$ cat src/rtl/clk_div_pkg.sv
// Shared constants and helpers for the multi-channel clock-enable generator.
// div_for_hz gives the divisor that makes clk_out run at f_out from f_clk.
package clk_div_pkg;

    localparam int CNT_W_DEFAULT = 17;

    // clk_out completes one cycle every 2*(D+1) input cycles.
    function automatic int div_for_hz(input int f_clk, input int f_out);
        return (f_clk / (2 * f_out)) - 1;
    endfunction

    localparam int DEFAULT_DIV = div_for_hz(100_000_000, 1000);

endpackage

$ cat src/rtl/clk_div_channel.sv
// One divider channel: period counter, active and pending divisor, tick and toggled level.
// A new divisor only replaces the active one at a period boundary, a clear, or while disabled.
module clk_div_channel
    import clk_div_pkg::*;
#(
    parameter int CNT_W       = CNT_W_DEFAULT,
    parameter int DEFAULT_DIV = clk_div_pkg::DEFAULT_DIV
) (
    input  logic             clk,
    input  logic             rst_n,
    input  logic             en,
    input  logic             clr,
    input  logic             load,
    input  logic [CNT_W-1:0] load_val,
    output logic             tick,
    output logic             clk_out,
    output logic             pend
);

    logic [CNT_W-1:0] cnt_reg,  cnt_next;
    logic [CNT_W-1:0] div_reg,  div_next;
    logic [CNT_W-1:0] pval_reg, pval_next;
    logic             pend_reg, pend_next;
    logic             tick_reg, tick_next;
    logic             out_reg,  out_next;
    logic             terminal;
    logic [CNT_W-1:0] apply_val;

    assign terminal  = en && (cnt_reg == div_reg);
    // A write in the same cycle as the apply point wins over an older pending value.
    assign apply_val = load ? load_val : (pend_reg ? pval_reg : div_reg);

    always_comb begin
        cnt_next  = cnt_reg;
        div_next  = div_reg;
        pval_next = pval_reg;
        pend_next = pend_reg;
        tick_next = 1'b0;
        out_next  = out_reg;
        if (clr) begin
            cnt_next  = '0;
            out_next  = 1'b0;
            div_next  = apply_val;
            pend_next = 1'b0;
        end else if (!en || terminal) begin
            div_next  = apply_val;
            pend_next = 1'b0;
            if (terminal) begin
                cnt_next  = '0;
                tick_next = 1'b1;
                out_next  = ~out_reg;
            end
        end else begin
            cnt_next = cnt_reg + 1'b1;
            if (load) begin
                pval_next = load_val;
                pend_next = 1'b1;
            end
        end
    end

    always_ff @(posedge clk) begin
        if (!rst_n) begin
            cnt_reg  <= '0;
            div_reg  <= CNT_W'(DEFAULT_DIV);
            pval_reg <= '0;
            pend_reg <= 1'b0;
            tick_reg <= 1'b0;
            out_reg  <= 1'b0;
        end else begin
            cnt_reg  <= cnt_next;
            div_reg  <= div_next;
            pval_reg <= pval_next;
            pend_reg <= pend_next;
            tick_reg <= tick_next;
            out_reg  <= out_next;
        end
    end

    assign tick    = tick_reg;
    assign clk_out = out_reg;
    assign pend    = pend_reg;

endmodule

$ cat src/rtl/clk_div_multi.sv
// Multi-channel programmable clock-enable generator: decodes divisor writes to one
// channel and fans the phase-aligning clear out to all of them.
module clk_div_multi
    import clk_div_pkg::*;
#(
    parameter int NUM_CH      = 4,
    parameter int CNT_W       = CNT_W_DEFAULT,
    parameter int DEFAULT_DIV = clk_div_pkg::DEFAULT_DIV,
    parameter int SEL_W       = (NUM_CH > 1) ? $clog2(NUM_CH) : 1
) (
    input  logic              clk_100MHz,
    input  logic              rst_n,
    input  logic [NUM_CH-1:0] en,
    input  logic              sync_clr,
    input  logic              div_wr,
    input  logic [SEL_W-1:0]  div_sel,
    input  logic [CNT_W-1:0]  div_val,
    output logic [NUM_CH-1:0] tick,
    output logic [NUM_CH-1:0] clk_out,
    output logic [NUM_CH-1:0] pend
);

    logic [NUM_CH-1:0] load;

    genvar gi;
    generate
        for (gi = 0; gi < NUM_CH; gi++) begin : g_ch
            // Out-of-range selects match no channel, so such writes are dropped.
            assign load[gi] = div_wr && (div_sel == SEL_W'(gi));

            clk_div_channel #(
                .CNT_W       (CNT_W),
                .DEFAULT_DIV (DEFAULT_DIV)
            ) u_ch (
                .clk      (clk_100MHz),
                .rst_n    (rst_n),
                .en       (en[gi]),
                .clr      (sync_clr),
                .load     (load[gi]),
                .load_val (div_val),
                .tick     (tick[gi]),
                .clk_out  (clk_out[gi]),
                .pend     (pend[gi])
            );
        end
    endgenerate

endmodule

$ cat config.mk
export PLATFORM = sky130hd
export DESIGN_NAME = clk_div_multi
export DESIGN_NICKNAME = d
export VERILOG_FILES = /design/src/rtl/clk_div_pkg.sv /design/src/rtl/clk_div_channel.sv /design/src/rtl/clk_div_multi.sv
export SDC_FILE = /design/constraint.sdc
export NUM_CORES = 1
export LEC_CHECK = 0
export ABC_AREA = 1
export CORE_AREA = 2 2 145 147
export DETAILED_ROUTE_END_ITERATION = 7
export DIE_AREA = 0 0 147 149
export MAX_ROUTING_LAYER = met4
export PLACE_DENSITY = 0.83
export RECOVER_POWER = 50
export SLEW_MARGIN = 20
export SYNTH_ARGS = -nofsm -noshare
export SYNTH_HDL_FRONTEND = slang
export SYNTH_SLANG_ARGS = --single-unit
$ cat constraint.sdc
create_clock -name clk_100MHz -period 2.02 [get_ports clk_100MHz]
set_input_delay 0.202 -clock clk_100MHz [delete_from_list [all_inputs] [get_ports clk_100MHz]]
set_output_delay 0.202 -clock clk_100MHz [all_outputs]
set_load 0.005 [all_outputs]
==> impl_metrics.json <==
{
  "slew_headroom_pct": 40.3,
  "synth_top_area_share_pct": 39.2,
  "tritoncts": "built",
  "worst_slew_pin_slew_ps": 896,
  "numCtsBuffers": 23,
  "syn_inst": 1661,
  "gp_congestion": 0.878,
  "clock-sinks": 216,
  "ys_seq_area_share_pct": 39.2,
  "grt_pass1_wl_mm": 42.7,
  "power.density_nw_per_um2": 769,
  "power_frac_seq_pct": 46.1,
  "postLayoutCellArea_um2": 12500,
  "area_growth_syn_to_layout_pct": 13.2,
  "finalWirelength_mm": 25.5,
  "initial_utilization_pct": 53.7,
  "clock_power_share_pct": 46.0,
  "critPathMaxFanout": 19,
  "dpl-instance-area_um2": 11700,
  "synth.largest_area_cell": "dfxtp_1",
  "switching_share_pct": 23.4,
  "place_hpwl_mm": 17.7,
  "layout-drive-gt1-share_pct": 8.40,
  "finalMaxSlewViolations": 0,
  "fmax_ghz": 0.535,
  "netlist_top_cells_area": "dfxtp_1 39%, nand2_1 17%, nor2_1 8.3%",
  "clock_latency_ps": 500,
  "post-cts-setup-buffer-count": 0,
  "synth_cell_types": 36,
  "synth_seq_cells": 216,
  "vias": 9917,
  "grtUsageTotal_pct": 23.8,
  "routedWlPerCell_um": 12.9,
  "worstSetupPathType": "reg2reg",
  "num_io_pins": 39,
  "htreeDepth": 1,
  "diodes": 0,
  "combPwrFrac_pct": 7.9,
  "ant_nets": 0,
  "whs_ps": 269,
  "ctsRootBufferMaster": "clkbuf_16",
  "num_rows": 53,
  "antenna_found_initial": 0,
  "viasPerCell": 5.02,
  "synth.avg_cell_area_um2": 6.64,
  "ys_warn_count": 0,
  "syn_nets": 1692,
  "die-area_um2": 21900,
  "start_kind": "flop",
  "num-fill-cells": 1840,
  "gr-total-overflow": 0,
  "grt_pass1_vias": 9253,
  "timing.setup.tns_ps": 0,
  "fin_crit_sh_pct": 92.6,
  "hp-class": "in2reg",
  "p_sw_mw": 2.25,
  "clockBufferDepth": 3,
  "die_h_um": 149,
  "max_cap_viol_count": 0,
  "end_kind": "flop",
  "grt_max_degree": 85,
  "rsz0062_at_grt": "no",
  "finalNetCount": 1717,
  "peakVddDrop_uv": 616,
  "hold_viol": 0,
  "drc": 0,
  "p_int_mw": 7.35,
  "io_buffers": 38,
  "fin_worst_skew_ps": 5.46,
  "coreArea_um2": 20600,
  "die_x_um": 147,
  "arrival_ps": 2230,
  "p_leak_nw": 5.48,
  "drt_iter0_drc": 866,
  "cp.required_ps": 2380,
  "synthesis.area_um2": 11000,
  "status": "complete, no violations",
  "drt_first_pass_iters": 5,
  "holdBufCountCts": 0,
  "final_period_minus_worst_setup_slack_ps": 1870,
  "setup_viol": 0,
  "path_clk_slew_ps": 60
}
[placed cells by master (no fill, tap or decap), types with 7 or more instances in the layout]
cell,count
inv_1,185
inv_2,13
a21oi_1,46
clkdlybuf4s50_1,25
clkbuf_16,23
dfxtp_1,214
nand2_1,488
nand4_1,38
dlygate4sd3_1,12
buf_4,45
xnor2_1,25
nor3_1,25
nand3_1,114
xor2_1,35
o21bai_1,27
o21ai_0,63
nor3b_1,10
clkbuf_8,7
nor2_1,245
[power by group through the flow]
stage	logic (mW)	registers [mW]	clock network (mW)
3_3_place_gp	0.727	4.51	0
2_1_floorplan	0.529	4.50	0
6_report	0.759	4.42	4.42
4_1_cts	0.755	4.42	4.49
5_1_grt	0.846	4.43	4.67
3_5_place_dp	0.746	4.52	0
[cell usage after synthesis (all sizes together)]
library cell,instances
nor3,31
a211oi,1
nor3b,11
o21a,1
o21bai,27
or2,3
inv,198
ha,4
xnor2,25
nand3,121
nor2,251
a31oi,1
buf,57
clkbuf,31
o21ai,63
xor2,35
nand4,39
a21oi,46
nand2,499
clkinv,1
dfxtp,216
[per-layer routing]
metal | wire [µm] | part of all wire (%) | global-route usage (%)
met5 | 0 | 0 | -
met1 | 11000 | 43 | 29.3
met3 | 1510 | 5.9 | 2.63
met4 | 597 | 2.3 | 7.40
met2 | 12400 | 49 | 41.4
[path summary, 6_finish.rpt]
| path | start | cells past startpoint | slack, ps | endpoint |
|---|---|---|---|---|
| worst max-delay path | g_ch[2].u_ch.cnt_reg[10] | 9 | 150 | g_ch[2].u_ch.pval_reg[8] |
| worst min-delay path | rst_n | 6 | 270 | g_ch[3].u_ch.cnt_reg[0] |
| worst max register to register | g_ch[2].u_ch.cnt_reg[10] | 9 | 150 | g_ch[2].u_ch.pval_reg[8] |
| worst min register to register | g_ch[2].u_ch.pval_reg[5] | 2 | 460 | g_ch[2].u_ch.pval_reg[5] |
[through the flow]
step / cells / setup WS [ps] / util (%) / total power, mW
6_report: 1977 / 149 / 60.7 / 9.60
2_1_floorplan: 1661 / 394 / - / 5.03
5_1_grt: 1977 / 3.70 / 60.7 / 9.95
3_3_place_gp: 1936 / 89.0 / 56.8 / 5.24
3_5_place_dp: 1936 / 6.96 / 56.8 / 5.26
4_1_cts: 1977 / 151 / 60.7 / 9.67
[final cells by class]
type	count	area, µm²	area share, %
Clock buffer	30	672	5.38
Multi-Input combinational cell	1158	5470	43.9
Timing Repair Buffer	88	783	6.28
Sequential cell	216	4330	34.7
Inverter	199	747	5.98
Clock inverter	11	135	1.08
Tap cell	275	344	2.76
[repair_timing]
| action | in CTS | in global routing |
|---|---|---|
| endpoints found under the setup margin | 0 | 30 |
| endpoints found under the hold margin | 0 | 0 |
| resized for setup | 0 | 7 |
[cells by family after synthesis]
group / share of synthesized area, %
AO/OA/AOI/OAI: 6.98
XOR/XNOR: 4.76
adder cells (fa/ha/maj): 0.454
buffers and inverters: 11.2
flip-flops: 39.2
AND/OR/NAND/NOR: 37.4
[worst max-delay path, stage by stage, from the launching register on]
cell and delay, ps:
dfxtp_1 390, inv_1 100, or2_2 280, nand3_1 90, nor2_1 70, nand3_2 110, buf_4 260, nand3_4 240
nand2_1 130, a21oi_1 60
Note: power is estimated with default switching activity, not from simulation.
